<file path="config.mk">
export PLATFORM = sky130hd
export DESIGN_NAME = hyperbus_trans_sched_flat
export DESIGN_NICKNAME = d
export VERILOG_FILES = /design/src/rtl/hyperbus_pkg.sv /design/src/rtl/hyperbus_trans_sched_if.sv /design/src/rtl/hyperbus_rr_arb.sv /design/src/rtl/hyperbus_trans_sched.sv /design/src/flat_wrapper.sv
export SDC_FILE = /design/constraint.sdc
export NUM_CORES = 1
export LEC_CHECK = 0
export CORE_MARGIN = 4
export CORE_UTILIZATION = 40
export CTS_BUF_LIST = sky130_fd_sc_hd__clkbuf_4 sky130_fd_sc_hd__clkbuf_8 sky130_fd_sc_hd__clkbuf_16
export DETAILED_ROUTE_END_ITERATION = 16
export GPL_TIMING_DRIVEN = 0
export PLACE_DENSITY = 0.81
export SLEW_MARGIN = 20
export SYNTH_ARGS = -nofsm -noshare
export SYNTH_HDL_FRONTEND = slang
export SYNTH_SLANG_ARGS = --single-unit
</file>
<file path="constraint.sdc">
create_clock -name clk_i -period 2.4 [get_ports clk_i]
set_input_delay 0.48 -clock clk_i [delete_from_list [all_inputs] [get_ports clk_i]]
set_output_delay 0.48 -clock clk_i [all_outputs]
set_load 0.03 [all_outputs]
</file>
<file path="src/rtl/hyperbus_pkg.sv">
// rtl/hyperbus_pkg.sv - shared types and helpers for the HyperBus transaction scheduler
package hyperbus_pkg;

  // Descriptor fields are stored at their widest supported size and zero-padded.
  localparam int unsigned MaxAddrWidth = 64;
  localparam int unsigned MaxLenWidth  = 16;

  typedef enum logic [1:0] {
    StIdle  = 2'd0,
    StIssue = 2'd1,
    StWait  = 2'd2,
    StGap   = 2'd3
  } hyper_sched_state_t;

  typedef struct packed {
    logic [MaxAddrWidth-1:0] addr;
    logic [MaxLenWidth-1:0]  len;
    logic [2:0]              size;
    logic                    write;
  } hyper_trans_desc_t;

  function automatic int unsigned id_width(input int unsigned num_req);
    return (num_req == 1) ? 1 : $clog2(num_req);
  endfunction

endpackage

</file>
<file path="src/rtl/hyperbus_trans_sched_if.sv">
// rtl/hyperbus_trans_sched_if.sv - requester and PHY command-channel bundle of the scheduler
interface hyperbus_trans_sched_if
  import hyperbus_pkg::*;
#(
  parameter int unsigned NumReq      = 2,
  parameter int unsigned AddrWidth   = 32,
  parameter int unsigned BurstLength = 8,
  parameter int unsigned IdWidth     = id_width(NumReq)
);

  logic [NumReq-1:0]             req_valid_i;
  logic [NumReq-1:0]             req_ready_o;
  logic [NumReq*AddrWidth-1:0]   req_addr_i;
  logic [NumReq*BurstLength-1:0] req_len_i;
  logic [NumReq*3-1:0]           req_size_i;
  logic [NumReq-1:0]             req_write_i;

  logic                          trans_valid_o;
  logic                          trans_ready_i;
  logic                          trans_handshake_o;
  logic [AddrWidth-1:0]          start_addr_o;
  logic [BurstLength-1:0]        burst_len_o;
  logic [2:0]                    size_o;
  logic                          is_a_read_o;
  logic [IdWidth-1:0]            grant_id_o;
  logic                          done_i;
  logic                          busy_o;
  logic                          timeout_o;

  // slave: the scheduler itself; master: requesters plus PHY driving it.
  modport slave (
    input  req_valid_i, req_addr_i, req_len_i, req_size_i, req_write_i,
    input  trans_ready_i, done_i,
    output req_ready_o, trans_valid_o, trans_handshake_o, start_addr_o,
    output burst_len_o, size_o, is_a_read_o, grant_id_o, busy_o, timeout_o
  );

  modport master (
    output req_valid_i, req_addr_i, req_len_i, req_size_i, req_write_i,
    output trans_ready_i, done_i,
    input  req_ready_o, trans_valid_o, trans_handshake_o, start_addr_o,
    input  burst_len_o, size_o, is_a_read_o, grant_id_o, busy_o, timeout_o
  );

endinterface

</file>
<file path="src/rtl/hyperbus_rr_arb.sv">
// rtl/hyperbus_rr_arb.sv - combinational round-robin picker; the caller owns the last pointer
module hyperbus_rr_arb #(
  parameter int unsigned NumReq  = 2,
  parameter int unsigned IdWidth = 1
) (
  input  logic [NumReq-1:0]  req_i,
  input  logic [IdWidth-1:0] last_i,
  output logic [NumReq-1:0]  gnt_o,
  output logic [IdWidth-1:0] gnt_id_o,
  output logic               any_o
);

  logic found;

  assign any_o = |req_i;

  // Visit last+1, last+2, ... with wrap; the first pending requester wins.
  always_comb begin
    gnt_o    = '0;
    gnt_id_o = '0;
    found    = 1'b0;
    for (int unsigned off = 1; off <= NumReq; off++) begin
      for (int unsigned k = 0; k < NumReq; k++) begin
        if (!found && req_i[k] && (k == (32'(last_i) + off) % NumReq)) begin
          found    = 1'b1;
          gnt_o[k] = 1'b1;
          gnt_id_o = IdWidth'(k);
        end
      end
    end
  end

endmodule

</file>
<file path="src/rtl/hyperbus_trans_sched.sv">
// rtl/hyperbus_trans_sched.sv - one-at-a-time HyperBus transaction scheduler with watchdog and CS-high gap
module hyperbus_trans_sched
  import hyperbus_pkg::*;
#(
  parameter int unsigned NumReq        = 2,
  parameter int unsigned AddrWidth     = 32,
  parameter int unsigned BurstLength   = 8,
  parameter int unsigned TimeoutCycles = 1024,
  parameter int unsigned MinGap        = 2
) (
  input logic                   clk_i,
  input logic                   rst_i,
  hyperbus_trans_sched_if.slave bus
);

  localparam int unsigned IdWidth  = id_width(NumReq);
  localparam int unsigned WdWidth  = $clog2(TimeoutCycles) + 1;
  localparam int unsigned GapWidth = (MinGap == 0) ? 1 : $clog2(MinGap + 1);
  localparam hyper_sched_state_t ExitState = (MinGap == 0) ? StIdle : StGap;

  hyper_sched_state_t  state_q;
  logic [IdWidth-1:0]  last_q;
  logic [IdWidth-1:0]  grant_id_q;
  hyper_trans_desc_t   desc_q;
  hyper_trans_desc_t   desc_d;
  logic [WdWidth-1:0]  wd_q;
  logic [GapWidth-1:0] gap_q;
  logic                trans_valid_q;
  logic                timeout_q;

  logic [NumReq-1:0]   arb_gnt;
  logic [IdWidth-1:0]  arb_id;
  logic                arb_any;

  hyperbus_rr_arb #(
    .NumReq  (NumReq),
    .IdWidth (IdWidth)
  ) u_arb (
    .req_i    (bus.req_valid_i),
    .last_i   (last_q),
    .gnt_o    (arb_gnt),
    .gnt_id_o (arb_id),
    .any_o    (arb_any)
  );

  always_comb begin
    desc_d = '0;
    for (int k = 0; k < NumReq; k++) begin
      if (arb_gnt[k]) begin
        desc_d.addr[AddrWidth-1:0]  = bus.req_addr_i[k*AddrWidth +: AddrWidth];
        desc_d.len[BurstLength-1:0] = bus.req_len_i[k*BurstLength +: BurstLength];
        desc_d.size                 = bus.req_size_i[k*3 +: 3];
        desc_d.write                = bus.req_write_i[k];
      end
    end
  end

  always_ff @(posedge clk_i) begin
    if (rst_i) begin
      state_q       <= StIdle;
      last_q        <= IdWidth'(NumReq - 1);
      grant_id_q    <= '0;
      desc_q        <= '0;
      wd_q          <= '0;
      gap_q         <= '0;
      trans_valid_q <= 1'b0;
      timeout_q     <= 1'b0;
    end else begin
      timeout_q <= 1'b0;
      unique case (state_q)
        StIdle: begin
          if (arb_any) begin
            desc_q        <= desc_d;
            grant_id_q    <= arb_id;
            last_q        <= arb_id;
            trans_valid_q <= 1'b1;
            state_q       <= StIssue;
          end
        end
        StIssue: begin
          if (bus.trans_ready_i) begin
            trans_valid_q <= 1'b0;
            wd_q          <= '0;
            state_q       <= StWait;
          end
        end
        StWait: begin
          if (wd_q != '1) begin
            wd_q <= wd_q + 1'b1;
          end
          gap_q <= GapWidth'(1);
          // Completion takes priority over a watchdog expiry in the same cycle.
          if (bus.done_i) begin
            state_q <= ExitState;
          end else if (wd_q == WdWidth'(TimeoutCycles - 1)) begin
            timeout_q <= 1'b1;
            state_q   <= ExitState;
          end
        end
        StGap: begin
          if (gap_q >= GapWidth'(MinGap)) begin
            state_q <= StIdle;
          end else begin
            gap_q <= gap_q + 1'b1;
          end
        end
      endcase
    end
  end

  assign bus.req_ready_o       = (state_q == StIdle && !rst_i) ? arb_gnt : '0;
  assign bus.trans_valid_o     = trans_valid_q;
  assign bus.trans_handshake_o = trans_valid_q & bus.trans_ready_i;
  assign bus.start_addr_o      = desc_q.addr[AddrWidth-1:0];
  assign bus.burst_len_o       = desc_q.len[BurstLength-1:0];
  assign bus.size_o            = desc_q.size;
  assign bus.is_a_read_o       = ~desc_q.write;
  assign bus.grant_id_o        = grant_id_q;
  assign bus.busy_o            = (state_q != StIdle);
  assign bus.timeout_o         = timeout_q;

  // Zero padding above AddrWidth/BurstLength is never read out.
  logic unused_desc_bits;
  assign unused_desc_bits = ^desc_q;

endmodule

</file>
<file path="src/flat_wrapper.sv">
// flat-port wrapper written by rule: the top's interface ports become plain ports
module hyperbus_trans_sched_flat import hyperbus_pkg::*;
#(
  parameter int unsigned NumReq        = 2,
  parameter int unsigned AddrWidth     = 32,
  parameter int unsigned BurstLength   = 8,
  parameter int unsigned TimeoutCycles = 1024,
  parameter int unsigned MinGap        = 2
)
  (clk_i, rst_i, bus_req_valid_i, bus_req_addr_i, bus_req_len_i, bus_req_size_i, bus_req_write_i, bus_trans_ready_i, bus_done_i, bus_req_ready_o, bus_trans_valid_o, bus_trans_handshake_o, bus_start_addr_o, bus_burst_len_o, bus_size_o, bus_is_a_read_o, bus_grant_id_o, bus_busy_o, bus_timeout_o);
  hyperbus_trans_sched_if #(.NumReq(NumReq), .AddrWidth(AddrWidth), .BurstLength(BurstLength)) bus_i ();
  input logic clk_i;
  input logic rst_i;
  input wire logic [$bits(bus_i.req_valid_i)-1:0] bus_req_valid_i;
  input wire logic [$bits(bus_i.req_addr_i)-1:0] bus_req_addr_i;
  input wire logic [$bits(bus_i.req_len_i)-1:0] bus_req_len_i;
  input wire logic [$bits(bus_i.req_size_i)-1:0] bus_req_size_i;
  input wire logic [$bits(bus_i.req_write_i)-1:0] bus_req_write_i;
  input wire logic [$bits(bus_i.trans_ready_i)-1:0] bus_trans_ready_i;
  input wire logic [$bits(bus_i.done_i)-1:0] bus_done_i;
  output wire logic [$bits(bus_i.req_ready_o)-1:0] bus_req_ready_o;
  output wire logic [$bits(bus_i.trans_valid_o)-1:0] bus_trans_valid_o;
  output wire logic [$bits(bus_i.trans_handshake_o)-1:0] bus_trans_handshake_o;
  output wire logic [$bits(bus_i.start_addr_o)-1:0] bus_start_addr_o;
  output wire logic [$bits(bus_i.burst_len_o)-1:0] bus_burst_len_o;
  output wire logic [$bits(bus_i.size_o)-1:0] bus_size_o;
  output wire logic [$bits(bus_i.is_a_read_o)-1:0] bus_is_a_read_o;
  output wire logic [$bits(bus_i.grant_id_o)-1:0] bus_grant_id_o;
  output wire logic [$bits(bus_i.busy_o)-1:0] bus_busy_o;
  output wire logic [$bits(bus_i.timeout_o)-1:0] bus_timeout_o;
  assign bus_i.req_valid_i = bus_req_valid_i;
  assign bus_i.req_addr_i = bus_req_addr_i;
  assign bus_i.req_len_i = bus_req_len_i;
  assign bus_i.req_size_i = bus_req_size_i;
  assign bus_i.req_write_i = bus_req_write_i;
  assign bus_i.trans_ready_i = bus_trans_ready_i;
  assign bus_i.done_i = bus_done_i;
  assign bus_req_ready_o = bus_i.req_ready_o;
  assign bus_trans_valid_o = bus_i.trans_valid_o;
  assign bus_trans_handshake_o = bus_i.trans_handshake_o;
  assign bus_start_addr_o = bus_i.start_addr_o;
  assign bus_burst_len_o = bus_i.burst_len_o;
  assign bus_size_o = bus_i.size_o;
  assign bus_is_a_read_o = bus_i.is_a_read_o;
  assign bus_grant_id_o = bus_i.grant_id_o;
  assign bus_busy_o = bus_i.busy_o;
  assign bus_timeout_o = bus_i.timeout_o;
  hyperbus_trans_sched #(.NumReq(NumReq), .AddrWidth(AddrWidth), .BurstLength(BurstLength), .TimeoutCycles(TimeoutCycles), .MinGap(MinGap)) u_core (.clk_i(clk_i), .rst_i(rst_i), .bus(bus_i));
endmodule
</file>
# == After elaboration in Yosys (flattened, before gate mapping) ==
# Index checks and enable logic that the tools add are counted.
# W data, S select, Z words.
# word_totals
reg_bits,63
in_bits,94
output_inout_bits,51
word_cells,84
# classes
n_addsub,4
magnitude_cmp,1
n_eq_ne,11
mux,28
bitwise,3
reduce_logical,26
# op_table
operator,count
$logic_not A32 Y1,2
$mux W32,2
$mux W12,2
$mux W11,2
$pmux W11 S2,1
$mux W2,7
$add A11 B1 Y11 const B,1
$eq A11 B10 Y1 const B,1
$mux W1,11
$ne A11 B11 Y1 const B,1
$logic_and A1 B1 Y1,8
$pmux W2 S4,1
$reduce_bool A2 Y1,4
$ne A2 B1 Y1 const B,3
$reduce_and A3 Y1,2
$eq A2 B2 Y1 const B,2
$logic_not A1 Y1,4
$ne A2 B2 Y1 const B,2
$pmux W2 S2,1
$reduce_and A2 Y1,2
$reduce_and A4 Y1,1
$ne A3 B2 Y1 const B,1
$reduce_or A3 Y1,1
$add A1 B1 Y1 const B,2
8 further kinds,9

# == Longest topological paths before layout ==
# depth
depth_word,17
mapped_depth,8
mapped_depth_nobuf,6

# == Hierarchy ==
# Synthesis repeated with hierarchy kept, for this count alone.
# unflattened
cells_unflattened,379
hier_area_um2,3169.3
# modules_own_cells
module,n_inst,cells_per_inst,area_per_inst_um2,seq_area_each_um2
hyperbus_trans_sched,1,374,3136.8,1261.2
hyperbus_rr_arb,1,5,32.5,0.0

# == Worst setup path after synthesis ==
# No wires, ideal clock.
# synth_timing
kind,register -> output
from,register u_core.state_q[0]
to,output bus_req_ready_o[0]
t_arrival_ns,1.860
required_time_ns,1.920
slack_ns,0.060
path_stages_with_launch,7
n_path_buf,1
cell_sequence,dfxtp_1 -> inv_1 -> ha_1 -> nand2_1 -> a21oi_1 -> clkbuf_1 -> nor2b_1
# synth_between
elab_chain_len,3
# synth_rtl
element,line,source
from (decl),hyperbus_trans_sched.sv:21,hyper_sched_state_t state_q;
from (signal assigned),hyperbus_trans_sched.sv:60,state_q <= StIdle;
from (signal assigned),hyperbus_trans_sched.sv:77,state_q <= StIssue;
from (signal assigned),hyperbus_trans_sched.sv:84,state_q <= StWait;
$logic_not A2 Y1,hyperbus_trans_sched.sv:111,assign bus.req_ready_o = (state_q == StIdle && !rst_i) ? arb_gnt : '0;
$logic_and A1 B1 Y1,hyperbus_trans_sched.sv:111,
$mux W2,hyperbus_trans_sched.sv:111,
to (decl),flat_wrapper.sv:21,output wire logic [$bits(bus_i.req_ready_o)-1:0] bus_req_ready_o;
# No other way between the ends.

# == Worst setup path in the final report ==
# layout_timing
from,input bus_req_valid_i[1]
to,output bus_req_ready_o[1]
# layout_between
elab_chain_len,12
elab_cells_between_ends,13
cone_classes,mux (5); reduce/logical (8)
# layout_rtl
element,line,source
from (decl),flat_wrapper.sv:14,input wire logic [$bits(bus_i.req_valid_i)-1:0] bus_req_valid_i;
$logic_and A1 B1 Y1 (2 in series),hyperbus_rr_arb.sv:24,if (!found && req_i[k] && (k == (32'(last_i) + off) % NumReq)) begin
$mux W1,hyperbus_rr_arb.sv:24,
$logic_not A1 Y1,hyperbus_rr_arb.sv:24,
$logic_and A1 B1 Y1 (2 in series),hyperbus_rr_arb.sv:24,
$mux W1,hyperbus_rr_arb.sv:24,
$logic_not A1 Y1,hyperbus_rr_arb.sv:24,
$logic_and A1 B1 Y1 (2 in series),hyperbus_rr_arb.sv:24,
$mux W1 (*),hyperbus_rr_arb.sv:24,
$mux W2 (*),hyperbus_trans_sched.sv:111,
# Every way passes the cells marked *; elsewhere a longest branch is shown, timed or not.

==> run_results.csv <==
group,metric,value,unit
status,status,"finished, final reports clean",
pwr,p_total,4.74,mW
detailed_routing,vias,3053,
logic_synthesis,syn_area_per_cell,9.13,um^2
critical_path,start_kind,"input port",
cts,clk_latency,0.35,ns
cts,cts_root_buf,"clkbuf_8",
placed_design,post_dp_cell_area,4480,um^2
timing,relSlewSlack,0.624,
finish,drive_gt1_frac,0.163,
detailed_routing,wl_per_cell,16.2,um
pwr,internal_power,2.97,mW
pwr,power.share.sequential,0.293,
cts,numCtsBuffers,9,
run,drv_cap,0,
logic_synthesis,synth_top_area_frac,0.432,
global_routing,grt_start_max_net_pins,19,
pwr,vdd_drop_max,503,uV
logic_synthesis,async_flop_share,0,
logic_synthesis,ys.flop_type,"dfxtp_1",
timing,fin_tns_setup,0,ns
critical_path,worst-path-buf-inv,3,
pwr,power_frac_comb,0.488,
logic_synthesis,syn_inst,320,
critical_path,cp.required,1.92,ns
cts,clock_sinks,63,
logic_synthesis,synth_top_family_by_area,"compound AO/OA/AOI/OAI gates",
timing,clock_skew,0.0109,ns
logic_synthesis,synth_top_area_cell,"dfxtp_1",
timing,fmax,433,MHz
pwr,switching_share,0.374,
pwr,leakagePower,1.85,nW
global_routing,grt-ovfl-total,0,
finish,n_antenna_cell,0,
detailed_routing,firstDrtPassIters,6,
logic_synthesis,synth_edf_count,0,
cts,h-tree-depth,3,
logic_synthesis,synth_common_cells,"63 x dfxtp_1, 51 x nor2_1, 44 x a222oi_1, 44 x buf_4",
logic_synthesis,synth_xor_area_frac,0,
critical_path,cp_cell_sequence,"clkdlybuf4s50_1, nand2_1, a21oi_2, buf_6, nor2b_1, clkdlybuf4s18_2",
logic_synthesis,ys_ff_latch,63,
logic_synthesis,synthTopCellsByArea,"dfxtp_1 43%, a222oi_1 15%, buf_4 11%, nor2_1 6.5%, ha_1 3.0%",
detailed_routing,drtAntennaViolNets,0,
timing,setup_viol,0,
pwr,switchingPower,1.77,mW
timing,min_period,2.31,ns
global_routing,grt_pass1_vias,3041,
logic_synthesis,yosysSeqAreaShare,0.432,
timing,finalCritPeriodShare,0.961,
pwr,power_density,998,nW/um^2
finish,stdcell_area,4750,um^2
detailed_routing,routed_wl,9320,um
critical_path,slowest_delay,0.56,ns
finish,syn2layout_area_growth,62.5,%
detailed_routing,drt_iter0_drc,294,
floorplan,initial_core_util,0.421,
placed_design,port_buffers,144,
global_routing,grtUsageTotal,0.209,
hold_path,hp-class,"reg2reg",
placed_design,gp_congestion,0.826,
detailed_routing,drc,0,
logic_synthesis,syn_area,2920,um^2
timing,slew_violations,0,
logic_synthesis,syn_nets,421,
logic_synthesis,ys_types,37,
logic_synthesis,synthMuxAreaShare,0.00728,
timing,tightest_slew,0.565,ns
detailed_routing,vias_per_cell,5.30,
floorplan,num_rows,30,
critical_path,cp-end-kind,"primary output",
floorplan,core,6940,um^2
logic_synthesis,synth-simple-area-share,0.152,
critical_path,arrival,1.83,ns
logic_synthesis,synth_warnings,0,
placed_design,dpl.hpwl,6920,um
critical_path,crit_slowest_cell,"clkdlybuf4s50_1",
critical_path,path_class,"in2out",
timing,grt_setup_unrepaired,"no",
logic_synthesis,synth.most_common_cell,"dfxtp_1",
logic_synthesis,synth_fa_ha_area_frac,0.0300,
critical_path,cp_top_family,"buffers and inverters",
floorplan,dieArea,8740,um^2
pwr,clkPwrFrac,0.218,
critical_path,cp_max_fo,4,
floorplan,die_w,93.5,um
floorplan,io_pins,145,
global_routing,grt_first_pass_wirelength,14300,um
cts,clockBufferDepth,2,
cts,ctsHoldBuffers,0,
cts,clk_pin_slew_worst_paths,0.06,ns
cts,cts_tree,"done",
floorplan,fp.dieH,93.5,um
critical_path,rrSetupSlack,0.31,ns
logic_synthesis,synth_compound_area_frac,0.225,
global_routing,antenna_found_initial,0,
timing,hold_viol,0,
finish,finalNetCount,576,
-- logic make-up (layout without fill, tap and decap cells) --
group           after synthesis  in the layout
flops                        63             63
buf+inv                      75            235
compound gates               77             77
simple gates                 96             96
mux                           2              2
fa+ha+maj                     7              7
-- path summary, 6_finish.rpt --
kind | start | end | cells after the start
setup / recovery | bus_req_valid_i[1] | bus_req_ready_o[1] | 6
hold / removal | u_core.gap_q[0] | u_core.gap_q[0] | 1
setup reg to reg | u_core.state_q[1] | u_core.bus.burst_len_o[3] | 7
hold reg to reg | u_core.gap_q[0] | u_core.gap_q[0] | 1
-- per-layer routing --
metal,global-route usage,up-vias,share of wire
met5,0,-,0
met4,0.0635,0,0.017
met3,0.0788,16,0.088
met2,0.359,127,0.51
met1,0.239,1443,0.39
li1,-,1467,-
-- registers in the layout, indices dropped and copies added, names as in the netlist --
register	flops
u_core.bus.start_addr_o	32
u_core.wd_q	11
u_core.bus.burst_len_o	8
u_core.bus.size_o	3
u_core.gap_q	2
u_core.state_q	2
u_core.bus.grant_id_o	1
u_core.bus.timeout_o	1
u_core.bus.trans_valid_o	1
u_core.desc_q	1
u_core.last_q	1
-- cell type report --
| type | count | area, um^2 |
|---|---|---|
| Fill cell | 561 | 2190 |
| Inverter | 10 | 37.5 |
| Buffer | 63 | 412 |
| Sequential cell | 63 | 1260 |
| Multi-Input combinational cell | 182 | 1240 |
| Tap cell | 96 | 120 |
| Timing Repair Buffer | 146 | 1450 |
| Clock buffer | 11 | 145 |
| Clock inverter | 5 | 81.3 |
-- repair_timing --
item	CTS	global route
resized for setup	10	6
buffers inserted	2	0
setup endpoints to repair	3	3
-- power by group through the flow --
stage / clock [mW] / sequential (mW) / combinational (mW)
2_1_floorplan: 0 / 1.39 / 1.45
3_3_place_gp: 0 / 1.40 / 2.23
3_5_place_dp: 0 / 1.40 / 2.26
4_1_cts: 1.05 / 1.39 / 2.31
5_1_grt: 1.11 / 1.42 / 2.47
6_report: 1.04 / 1.39 / 2.31
-- layout by cell type (no fill, tap or decap), types with 5 or more instances in the layout --
master,netlist,routed
clkdlybuf4s50_1,0,141
dfxtp_1,63,63
nor2_1,51,51
buf_4,44,46
a222oi_1,44,44
nand2_1,13,13
a21oi_1,14,12
clkbuf_1,14,11
inv_1,10,10
clkbuf_8,0,10
o21ai_0,9,9
or3_1,6,6
ha_1,7,6
buf_1,5,5
-- per-stage QoR --
stage	setup WS, ns	hold slack, ns	utilization	instances
after global placement	-1.16	0.458	0.646	560
after detailed placement	-1.17	0.475	0.646	560
after floorplan	0.0601	0.443	-	320
final	0.0928	0.484	0.684	576
after CTS	0.0163	0.485	0.683	576
after global routing	0.0141	0.500	0.684	576
No activity file was read; power rests on OpenSTA's default activity.
